===== src/rtl/c2c_link_arbiter.sv =====
// c2c_link_arbiter: master-side scheduler for the chip-to-chip link.
// Picks one of NREQ local requesters round-robin, latches its data, then
// runs request -> ack -> notice hold -> valid data -> ack release on the
// shared link and reports done/timeout back to the grantee.
module c2c_link_arbiter #(
    parameter int NREQ        = 4,
    parameter int DW          = 3,
    parameter int HOLD_CYC    = 100_000_000,
    parameter int TIMEOUT_CYC = 200_000_000,
    localparam int IW         = $clog2(NREQ)
) (
    input  logic                 clk,
    input  logic                 rst,
    input  logic [NREQ-1:0]      req,
    input  logic [NREQ*DW-1:0]   req_data,
    input  logic                 ack,
    output logic                 request2s,
    output logic                 valid,
    output logic [DW-1:0]        data,
    output logic                 notice,
    output logic                 busy,
    output logic [IW-1:0]        gnt_idx,
    output logic [NREQ-1:0]      done,
    output logic [NREQ-1:0]      timeout
);

    localparam int MAXC = (HOLD_CYC > TIMEOUT_CYC) ? HOLD_CYC : TIMEOUT_CYC;
    localparam int CW   = $clog2(MAXC) + 1;

    typedef enum logic [1:0] {
        S_IDLE     = 2'd0,
        S_WAIT_ACK = 2'd1,
        S_HOLD     = 2'd2,
        S_SEND     = 2'd3
    } state_t;

    state_t            state_q, state_d;
    logic [CW-1:0]     cnt_q, cnt_d;
    logic [IW-1:0]     ptr_q, ptr_d;
    logic [IW-1:0]     gnt_q, gnt_d;
    logic [DW-1:0]     lat_q, lat_d;
    logic              req2s_q, req2s_d;
    logic              valid_q, valid_d;
    logic [DW-1:0]     data_q, data_d;
    logic              notice_q, notice_d;
    logic              busy_q, busy_d;
    logic [NREQ-1:0]   done_q, done_d;
    logic [NREQ-1:0]   tmo_q, tmo_d;

    logic              arb_hit;
    logic [IW-1:0]     arb_idx;
    logic [DW-1:0]     arb_data;
    int                arb_k;

    // Pointer advance after a finished or abandoned transfer, wrapping at NREQ-1.
    function automatic logic [IW-1:0] inc_mod(input logic [IW-1:0] x);
        return (x == IW'(NREQ - 1)) ? '0 : x + 1'b1;
    endfunction

    // Round-robin pick: first set req bit scanning ptr, ptr+1, ... modulo NREQ.
    always_comb begin
        arb_hit  = 1'b0;
        arb_idx  = '0;
        arb_data = '0;
        arb_k    = 0;
        for (int i = 0; i < NREQ; i++) begin
            arb_k = int'(ptr_q) + i;
            if (arb_k >= NREQ) arb_k = arb_k - NREQ;
            if (!arb_hit && req[IW'(arb_k)]) begin
                arb_hit = 1'b1;
                arb_idx = IW'(arb_k);
            end
        end
        for (int i = 0; i < NREQ; i++) begin
            if (arb_idx == IW'(i)) arb_data = req_data[i*DW +: DW];
        end
    end

    // Next-state and next-output logic for the link handshake.
    always_comb begin
        state_d  = state_q;
        cnt_d    = cnt_q;
        ptr_d    = ptr_q;
        gnt_d    = gnt_q;
        lat_d    = lat_q;
        req2s_d  = req2s_q;
        valid_d  = valid_q;
        data_d   = data_q;
        notice_d = notice_q;
        busy_d   = busy_q;
        done_d   = '0;
        tmo_d    = '0;
        case (state_q)
            S_IDLE: begin
                // A high ack here is left over from the last transfer; wait it out.
                if (arb_hit && !ack) begin
                    gnt_d   = arb_idx;
                    lat_d   = arb_data;
                    req2s_d = 1'b1;
                    busy_d  = 1'b1;
                    cnt_d   = '0;
                    state_d = S_WAIT_ACK;
                end
            end
            S_WAIT_ACK: begin
                // Ack is checked first so it wins over a coincident timeout.
                if (ack) begin
                    req2s_d  = 1'b0;
                    notice_d = 1'b1;
                    cnt_d    = '0;
                    state_d  = S_HOLD;
                end else if (cnt_q == CW'(TIMEOUT_CYC - 1)) begin
                    req2s_d       = 1'b0;
                    tmo_d[gnt_q]  = 1'b1;
                    ptr_d         = inc_mod(gnt_q);
                    busy_d        = 1'b0;
                    cnt_d         = '0;
                    state_d       = S_IDLE;
                end else begin
                    cnt_d = cnt_q + 1'b1;
                end
            end
            S_HOLD: begin
                // Ack is ignored here; it may already have been released.
                if (cnt_q == CW'(HOLD_CYC - 1)) begin
                    notice_d = 1'b0;
                    data_d   = lat_q;
                    valid_d  = 1'b1;
                    cnt_d    = '0;
                    state_d  = S_SEND;
                end else begin
                    cnt_d = cnt_q + 1'b1;
                end
            end
            S_SEND: begin
                if (!ack) begin
                    valid_d       = 1'b0;
                    data_d        = '0;
                    done_d[gnt_q] = 1'b1;
                    ptr_d         = inc_mod(gnt_q);
                    busy_d        = 1'b0;
                    state_d       = S_IDLE;
                end
            end
            default: begin
                state_d  = S_IDLE;
                cnt_d    = '0;
                req2s_d  = 1'b0;
                valid_d  = 1'b0;
                data_d   = '0;
                notice_d = 1'b0;
                busy_d   = 1'b0;
            end
        endcase
    end

    // State and registered outputs; reset aborts any transfer without a pulse.
    always_ff @(posedge clk) begin
        if (rst) begin
            state_q  <= S_IDLE;
            cnt_q    <= '0;
            ptr_q    <= '0;
            gnt_q    <= '0;
            lat_q    <= '0;
            req2s_q  <= 1'b0;
            valid_q  <= 1'b0;
            data_q   <= '0;
            notice_q <= 1'b0;
            busy_q   <= 1'b0;
            done_q   <= '0;
            tmo_q    <= '0;
        end else begin
            state_q  <= state_d;
            cnt_q    <= cnt_d;
            ptr_q    <= ptr_d;
            gnt_q    <= gnt_d;
            lat_q    <= lat_d;
            req2s_q  <= req2s_d;
            valid_q  <= valid_d;
            data_q   <= data_d;
            notice_q <= notice_d;
            busy_q   <= busy_d;
            done_q   <= done_d;
            tmo_q    <= tmo_d;
        end
    end

    assign request2s = req2s_q;
    assign valid     = valid_q;
    assign data      = data_q;
    assign notice    = notice_q;
    assign busy      = busy_q;
    assign gnt_idx   = gnt_q;
    assign done      = done_q;
    assign timeout   = tmo_q;

endmodule


===== config.mk =====
export PLATFORM = sky130hd
export DESIGN_NAME = c2c_link_arbiter
export DESIGN_NICKNAME = d
export VERILOG_FILES = /design/src/rtl/c2c_link_arbiter.sv
export SDC_FILE = /design/constraint.sdc
export NUM_CORES = 1
export LEC_CHECK = 0
export ABC_AREA = 1
export CORE_MARGIN = 5
export CORE_UTILIZATION = 35
export CTS_CLUSTER_DIAMETER = 60
export DETAILED_ROUTE_END_ITERATION = 10
export GPL_ROUTABILITY_DRIVEN = 0
export PLACE_DENSITY = 0.54
export SLEW_MARGIN = 20
export SYNTH_ARGS = -nofsm -noshare
export SYNTH_HDL_FRONTEND = slang
export SYNTH_SLANG_ARGS = --single-unit

===== constraint.sdc =====
create_clock -name clk -period 2.1 [get_ports clk]
set_input_delay 0.315 -clock clk [delete_from_list [all_inputs] [get_ports clk]]
set_output_delay 0.315 -clock clk [all_outputs]
set_load 0.1 [all_outputs]

==> results of run 1 <==
[Yosys cell counts, types with 2 or more instances]
master,count
sky130_fd_sc_hd__a21oi_1,30
sky130_fd_sc_hd__a21oi_2,4
sky130_fd_sc_hd__buf_6,5
sky130_fd_sc_hd__clkbuf_1,5
sky130_fd_sc_hd__dfxtp_1,53
sky130_fd_sc_hd__ha_1,10
sky130_fd_sc_hd__inv_1,73
sky130_fd_sc_hd__inv_2,6
sky130_fd_sc_hd__nand2_1,156
sky130_fd_sc_hd__nand2_2,4
sky130_fd_sc_hd__nand2_4,2
sky130_fd_sc_hd__nand3_1,59
sky130_fd_sc_hd__nand3_2,3
sky130_fd_sc_hd__nand3b_1,2
sky130_fd_sc_hd__nand4_1,23
sky130_fd_sc_hd__nor2_1,58
sky130_fd_sc_hd__nor2_2,2
sky130_fd_sc_hd__nor3_1,15
sky130_fd_sc_hd__nor3b_1,2
sky130_fd_sc_hd__nor4_1,2
sky130_fd_sc_hd__o21ai_0,18
sky130_fd_sc_hd__o21ai_1,3
sky130_fd_sc_hd__o21ai_2,3
sky130_fd_sc_hd__xor2_1,4
[per-layer routing]
| layer | wire [um] | part of all wire | global-route usage | vias to the layer above |
|---|---|---|---|---|
| li1 | - | - | - | 1948 |
| met1 | 4570 | 0.48 | 0.217 | 1678 |
| met2 | 4570 | 0.48 | 0.304 | 69 |
| met3 | 278 | 0.029 | 0.0229 | 10 |
| met4 | 158 | 0.016 | 0.0436 | 0 |
| met5 | 0 | 0 | 0 | - |
[flip-flops by register name, summed over array words and instances, names as in the netlist, named ones only]
signal / flops
request2s: 1
data: 3
gnt_idx: 2
ptr_q: 2
lat_q: 3
busy: 1
valid: 1
timeout: 4
cnt_q: 29
done: 4
notice: 1
state_q: 1
[logic make-up after synthesis]
group | after synthesis | synth area share
simple gates | 330 | 0.424
compound gates | 66 | 0.109
buf+inv | 91 | 0.110
xor+xnor | 5 | 0.0127
flops | 53 | 0.307
fa+ha+maj | 10 | 0.0362
[layout make-up]
class / instances / area (um2)
fillers: 1028 / 5330
clock inverters: 2 / 38.8
inverters: 79 / 299
multi-input cells: 411 / 2050
clock buffers: 5 / 68.8
repair buffers: 80 / 662
flip-flops and latches: 53 / 1070
well taps: 133 / 166
[worst paths after layout]
kind                  from       end
hold / removal    lat_q[2]   data[2]
setup / recovery  ptr_q[0]  cnt_q[6]
setup reg to reg  ptr_q[0]  cnt_q[6]
hold reg to reg   lat_q[2]   data[2]
[report_power, final]
| part | total (uW) | switching [uW] | internal, uW |
|---|---|---|---|
| Sequential | 1110 | 50.4 | 1060 |
| Clock | 706 | 352 | 354 |
| Combinational | 1190 | 765 | 422 |
| Total | 3010 | 1170 | 1840 |
[repair_timing]
item / in CTS / in global routing
resized for setup: 0 / 18
setup endpoints to repair: 0 / 34
hold endpoints to repair: 0 / 0
[cells in the final DEF, fill, tap and decap left out, types with 2 or more instances in the layout]
cell	instances
sky130_fd_sc_hd__xor2_1	4
sky130_fd_sc_hd__clkbuf_8	5
sky130_fd_sc_hd__buf_4	60
sky130_fd_sc_hd__nand3b_1	2
sky130_fd_sc_hd__o21ai_0	18
sky130_fd_sc_hd__inv_2	5
sky130_fd_sc_hd__a21oi_1	30
sky130_fd_sc_hd__dfxtp_1	50
sky130_fd_sc_hd__nor2_2	4
sky130_fd_sc_hd__nor3_1	13
sky130_fd_sc_hd__nand3_2	4
sky130_fd_sc_hd__o21ai_2	3
sky130_fd_sc_hd__nor3_2	2
sky130_fd_sc_hd__o21ai_1	3
sky130_fd_sc_hd__nand2_4	3
sky130_fd_sc_hd__nand3_1	58
sky130_fd_sc_hd__ha_1	10
sky130_fd_sc_hd__nor4_1	2
sky130_fd_sc_hd__nand2_1	152
sky130_fd_sc_hd__nand2_2	7
sky130_fd_sc_hd__clkdlybuf4s50_1	18
sky130_fd_sc_hd__nor3b_1	2
sky130_fd_sc_hd__dfxtp_2	2
sky130_fd_sc_hd__inv_1	73
sky130_fd_sc_hd__nand4_1	23
sky130_fd_sc_hd__nor2_1	55
sky130_fd_sc_hd__a21oi_2	4
[worst register-to-register path: stages, from the launching register on]
cell                       delay [ns]
sky130_fd_sc_hd__dfxtp_4         0.37
sky130_fd_sc_hd__buf_4           0.16
sky130_fd_sc_hd__nand2_1         0.06
sky130_fd_sc_hd__nand2_1         0.07
sky130_fd_sc_hd__nand2_2         0.09
sky130_fd_sc_hd__nand2_2         0.07
sky130_fd_sc_hd__nor2_2          0.14
sky130_fd_sc_hd__nand3b_1        0.11
sky130_fd_sc_hd__nand2_2         0.11
sky130_fd_sc_hd__nand2_4         0.06
sky130_fd_sc_hd__nand2_4         0.10
sky130_fd_sc_hd__buf_12          0.14
sky130_fd_sc_hd__nor2_1          0.05
sky130_fd_sc_hd__buf_4           0.14
sky130_fd_sc_hd__o21ai_2         0.11
sky130_fd_sc_hd__a21oi_2         0.04
[metrics by stage]
step | setup TNS (ns) | worst slack (ns)
final | 0 | 0.163
after global routing | -0.0803 | -0.0237
after CTS | 0 | 0.0350
after detailed placement | -3.29 | -0.149
after global placement | -1.99 | -0.116
after floorplan | 0 | 0.275
==> parameters.txt, run 1 <==
Parameter                              Value

Timing
  Final worst-path cycle share    0.922
  Final number of setup-violating endpoints    0
  Final number of hold-violating endpoints    0
  Tightest slew margin relative to the limit    0.743
  Actual transition at the worst max-transition pin    0.385 ns
  F_max    516 MHz
  Count of pins over their slew limit    0
  Layout Skew    0.0132 ns
  Hold slack    0.472 ns
  Minimum period implied by the final worst setup slack    1.94 ns

Setup path
  Data arrival at the endpoint of the critical path    2.13 ns
  Cell depth of the worst setup path    15
  Critical-path top delay cell    sky130_fd_sc_hd__dfxtp_4
  Startpoint type of the worst setup path    flip-flop
  Category of the worst setup path capture point    flip-flop
  Worst path top cell family by delay    simple AND/OR/NAND/NOR gates
  Most frequent CP cell    sky130_fd_sc_hd__nand2_2
  Category of the critical setup timing path    reg2reg
  Cells along the critical path    buf_4 -> nand2_1 -> nand2_1 -> nand2_2 -> nand2_2 -> nor2_2 -> nand3b_1 -> nand2_2 -> nand2_4 -> nand2_4 -> buf_12 -> nor2_1 -> buf_4 -> o21ai_2 -> a21oi_2
  Worst-case register-to-register setup slack    0.16 ns
  Bufs and invs on worst path    3
  Crit path required time    2.30 ns
  Crit-path max FO    10
  Peak per-stage delay on the critical path    0.37 ns
  Depth of the most critical reg-to-reg path    15

Routing
  Vias after detailed routing    3705
  Remaining antenna violation count    0
  Number of remaining DRC errors    0
  Number of vias per cell    4.86
  Detailed router's first-iteration violation count    161
  Routed WL per cell    12.6 um
  Final Routed Wirelength    9590 um
  DRT Pass-1 Iters    4

Die
  Starting density of the core    0.356
  Overall die area    11900 um2
  Num ports    36
  Rows    36
  Chip height    109 um
  Core box area    9680 um2
  Die Span X    109 um

Synth
  Cells after Synth    555
  Largest cells by area after synthesis    sky130_fd_sc_hd__dfxtp_1 31%, sky130_fd_sc_hd__nand2_1 17%, sky130_fd_sc_hd__nand3_1 8.6%
  Synth Register Bits    53
  Number of synthesized flops with an enable pin    0
  Mapped Nets    584
  Predominant post-synthesis flop cell    sky130_fd_sc_hd__dfxtp_1
  Netlist area before placement    3450 um2
  Per-instance average area after synthesis    6.22 um2
  Dominant cell type by area after synthesis    sky130_fd_sc_hd__dfxtp_1
  Post-synthesis sequential area ratio    0.307
  Top-area cell type share of the netlist area    0.307
  Distinct cells, synth    37
  Async set-reset flop share out of synthesis    0
  Syn. warnings    0

Pwr
  Leakage    0.00189 uW
  Power density over cell area    690 nW/um2
  Peak supply drop    0.543 mV
  Final total power    3010 uW

Cells and area
  Final core utilization    0.450
  Number of standard cells in the layout, taps in and fillers out    763
  Final standard cell area without fillers    4360 um2
  Area growth from synthesis to final layout    26.2%
  Final net count    659
  Count of antenna diodes in the layout    0
  Layout cells sized above 1    0.170

Placed design
  HPWL reported at the end of detailed placement    7720 um
  Placed Instance Area    4190 um2
  I/O Buffers    35
  Placed cell count    756

Clocking
  Count of buffers added by post-CTS timing repair for setup    0
  TritonCTS clock tree    done
  Hold_buf cts    0
  Max Buffers Root-to-Sink    2
  Number of clock sinks    53
  Clock Latency Late Sink    0.31 ns
  # H-tree levels    2
  Buffer type at the clock tree root    sky130_fd_sc_hd__clkbuf_8
  Reg clk slew, reported paths    0.10 ns
  Total clock buffers created by CTS    5

Hold path
  Min-Delay Path Depth    2
  Type of the worst min-delay path    reg2reg

Status
  Run status    finished, final reports clean

Run
  Number of maximum-capacitance constraint violations    0

GRT
  Global-route wire length before repair    16600 um
  Largest net degree at the start of global routing    21
  Via count of the first global-routing pass    3620
  Antenna violations before repair    0
  Total global routing track utilization    0.171
  Total congestion overflow after global routing    0
(Power assumes the default switching activity.)
==> run 2: changes to the inputs <==
--- a/config.mk
+++ b/config.mk
@@ -6,12 +6,13 @@
 export NUM_CORES = 1
 export LEC_CHECK = 0
 export ABC_AREA = 1
+export ABC_CLOCK_PERIOD_IN_PS = 2100
 export CORE_MARGIN = 5
-export CORE_UTILIZATION = 35
+export CORE_UTILIZATION = 40
 export CTS_CLUSTER_DIAMETER = 60
 export DETAILED_ROUTE_END_ITERATION = 10
 export GPL_ROUTABILITY_DRIVEN = 0
-export PLACE_DENSITY = 0.54
+export PLACE_DENSITY = 0.6
 export SLEW_MARGIN = 20
 export SYNTH_ARGS = -nofsm -noshare
 export SYNTH_HDL_FRONTEND = slang
==> run 2 against run 1 <==
Net effect:
- core utilization is 6.6 points higher
- clock skew is 0.0064 ns lower
- maximum frequency increased by 0.92%
- routed wire length shrank 0.49%
- sequential share of layout area increased by 0.35 points
- critical path depth unchanged
- clock power about the same
- setup slack improved by 0.018 ns
- combinational power decreased by 4%
- count of clock-buffer cells in the layout is 1 higher
- worst hold slack about the same
- largest cell class unchanged
- largest power group unchanged
==> parameters.txt, run 2 (synthesis results as in run 1) <==
Parameter                              Value

Setup path
  Startpoint type of the worst setup path    input port (was flip-flop)
  Bufs and invs on worst path    4 (was 3)
  Category of the worst setup path capture point    flip-flop (unchanged)
  Worst path top cell family by delay    buffers and inverters (was simple AND/OR/NAND/NOR gates)
  Crit-path max FO    11 (was 10)
  Category of the critical setup timing path    in2reg (was reg2reg)
  Peak per-stage delay on the critical path    0.45 ns (was 0.37 ns)
  Cells along the critical path    clkdlybuf4s50_1 -> inv_1 -> nand2_1 -> nand3_1 -> nand2_2 -> nor2_2 -> nand3b_1 -> nand2_2 -> nand2_4 -> nand2_4 -> buf_4 -> nor2_1 -> buf_4 -> o21ai_2 -> a21oi_2 (was buf_4 -> nand2_1 -> nand2_1 -> nand2_2 -> nand2_2 -> nor2_2 -> nand3b_1 -> nand2_2 -> nand2_4 -> nand2_4 -> buf_12 -> nor2_1 -> buf_4 -> o21ai_2 -> a21oi_2)
  Crit path required time    2.31 ns (was 2.30 ns)
  Critical-path top delay cell    sky130_fd_sc_hd__clkdlybuf4s50_1 (was sky130_fd_sc_hd__dfxtp_4)
  Data arrival at the endpoint of the critical path    2.13 ns (about the same)

GRT
  Antenna violations before repair    0 (unchanged)
  Total global routing track utilization    0.189 (was 0.171)
  Largest net degree at the start of global routing    17 (was 21)
  Global-route wire length before repair    16200 um (was 16600 um)
  Via count of the first global-routing pass    3503 (was 3620)
  Total congestion overflow after global routing    0 (unchanged)

Die
  Num ports    36 (unchanged)
  Starting density of the core    0.416 (was 0.356)
  Die Span X    103 um (was 109 um)
  Chip height    103 um (was 109 um)
  Rows    33 (was 36)
  Core box area    8300 um2 (was 9680 um2)
  Overall die area    10600 um2 (was 11900 um2)

Routing
  Routed WL per cell    13.0 um (was 12.6 um)
  Detailed router's first-iteration violation count    236 (was 161)
  Vias after detailed routing    3752 (was 3705)
  DRT Pass-1 Iters    5 (was 4)
  Number of remaining DRC errors    0 (unchanged)
  Number of vias per cell    5.13 (was 4.86)
  Final Routed Wirelength    9540 um (was 9590 um)
  Remaining antenna violation count    0 (unchanged)

Timing
  Minimum period implied by the final worst setup slack    1.92 ns (was 1.94 ns)
  F_max    521 MHz (was 516 MHz)
  Count of pins over their slew limit    0 (unchanged)
  Actual transition at the worst max-transition pin    0.385 ns (about the same)
  Post-Route Setup TNS    0 ns (unchanged)
  Final number of setup-violating endpoints    0 (unchanged)
  Final number of hold-violating endpoints    0 (unchanged)
  Tightest slew margin relative to the limit    0.742 (was 0.743)
  Layout Skew    0.00686 ns (was 0.0132 ns)
  Final worst-path cycle share    0.914 (was 0.922)

Clocking
  Total clock buffers created by CTS    5 (unchanged)
  TritonCTS clock tree    done (unchanged)
  Number of clock sinks    53 (unchanged)
  Reg clk slew, reported paths    0.10 ns (about the same)
  Count of buffers added by post-CTS timing repair for setup    0 (unchanged)
  # H-tree levels    2 (unchanged)
  Buffer type at the clock tree root    sky130_fd_sc_hd__clkbuf_8 (unchanged)
  Clock Latency Late Sink    0.31 ns (about the same)
  Hold_buf cts    0 (unchanged)
  Max Buffers Root-to-Sink    2 (unchanged)

Status
  Run status    finished, final reports clean (unchanged)

Cells and area
  Final core utilization    0.516 (was 0.450)
  Most common cell after layout, fill and taps aside    sky130_fd_sc_hd__nand2_1 (unchanged)
  Final standard cell area without fillers    4280 um2 (was 4360 um2)
  Count of antenna diodes in the layout    0 (unchanged)
  Largest reg by FF count    cnt_q (unchanged)
  Largest register FFs    29 (unchanged)
  Final net count    655 (was 659)
  Layout cells sized above 1    0.159 (was 0.170)
  Count of filler cells inserted in the layout    857 (was 1028)
  Top library cells by usage in the layout, fill and taps aside    155 x sky130_fd_sc_hd__nand2_1, 73 x sky130_fd_sc_hd__inv_1, 59 x sky130_fd_sc_hd__nand3_1 (was 152 x sky130_fd_sc_hd__nand2_1, 73 x sky130_fd_sc_hd__inv_1, 60 x sky130_fd_sc_hd__buf_4)
  Area growth from synthesis to final layout    24.1% (was 26.2%)

Run
  Number of maximum-capacitance constraint violations    0 (unchanged)

Placed design
  Placed Instance Area    4130 um2 (was 4190 um2)
  HPWL reported at the end of detailed placement    7520 um (was 7720 um)
  I/O Buffers    35 (unchanged)

Pwr
  Peak supply drop    0.434 mV (was 0.543 mV)
  Final total power    2970 uW (was 3010 uW)
  Power density over cell area    693 nW/um2 (was 690 nW/um2)
  Leakage    0.00187 uW (was 0.00189 uW)

Hold path
  Type of the worst min-delay path    reg2reg (unchanged)
==> run 2: per-layer routing <==
| layer | share of wire | track usage |
|---|---|---|
| met1 | 0.48 | 0.272 |
| met4 | 0.014 | 0.0558 |
| met2 | 0.45 | 0.293 |
| met5 | 0 | 0 |
| met3 | 0.059 | 0.0291 |
==> run 2: layout make-up <==
cell class | count | area [um2] | share of cell area
Clock buffer | 6 | 72.6 | 0.0169
Inverter | 79 | 299 | 0.0698
Clock inverter | 2 | 38.8 | 0.00905
Tap cell | 105 | 131 | 0.0307
Sequential cell | 53 | 1060 | 0.249
Multi-Input combinational cell | 411 | 2050 | 0.478
Timing Repair Buffer | 76 | 632 | 0.147
==> run 2: worst paths after layout <==
check / end / depth (start not counted) / start / slack, ns
hold reg to reg: data[2] / 2 / lat_q[2] / 0.47
setup reg to reg: cnt_q[6] / 14 / ptr_q[0] / 0.18
setup / recovery: cnt_q[6] / 15 / req[3] / 0.18
hold / removal: data[2] / 2 / lat_q[2] / 0.47
==> run 2: where the power goes <==
group	switching, uW	total (uW)	leakage, uW	internal, uW
clock network	349	708	0.0000554	359
logic	751	1140	0.00138	394
registers	55.9	1120	0.000430	1060
==> run 2: stage by stage <==
| step | setup slack [ns] | std cells | hold WS, ns |
|---|---|---|---|
| 5_1_grt | -0.0201 | 732 | 0.506 |
| 3_5_place_dp | -0.131 | 724 | 0.460 |
| 6_report | 0.181 | 732 | 0.472 |
| 4_1_cts | 0.0906 | 732 | 0.479 |
| 2_1_floorplan | 0.275 | 555 | 0.444 |
| 3_3_place_gp | -0.0706 | 724 | 0.458 |
==> run 2: worst reg2reg max path: cells and delay by family, from the launching register on <==
kind	cells	cell delay, ns
AO/OA/AOI/OAI	2	0.15
AND/OR/NAND/NOR	9	0.82
buffers and inverters	3	0.49
flip-flops	1	0.38
==> run 2: what timing repair did <==
item / CTS / global route
gates resized for setup: 0 / 15
hold endpoints to repair: 0 / 0
endpoints found under the setup margin: 0 / 23
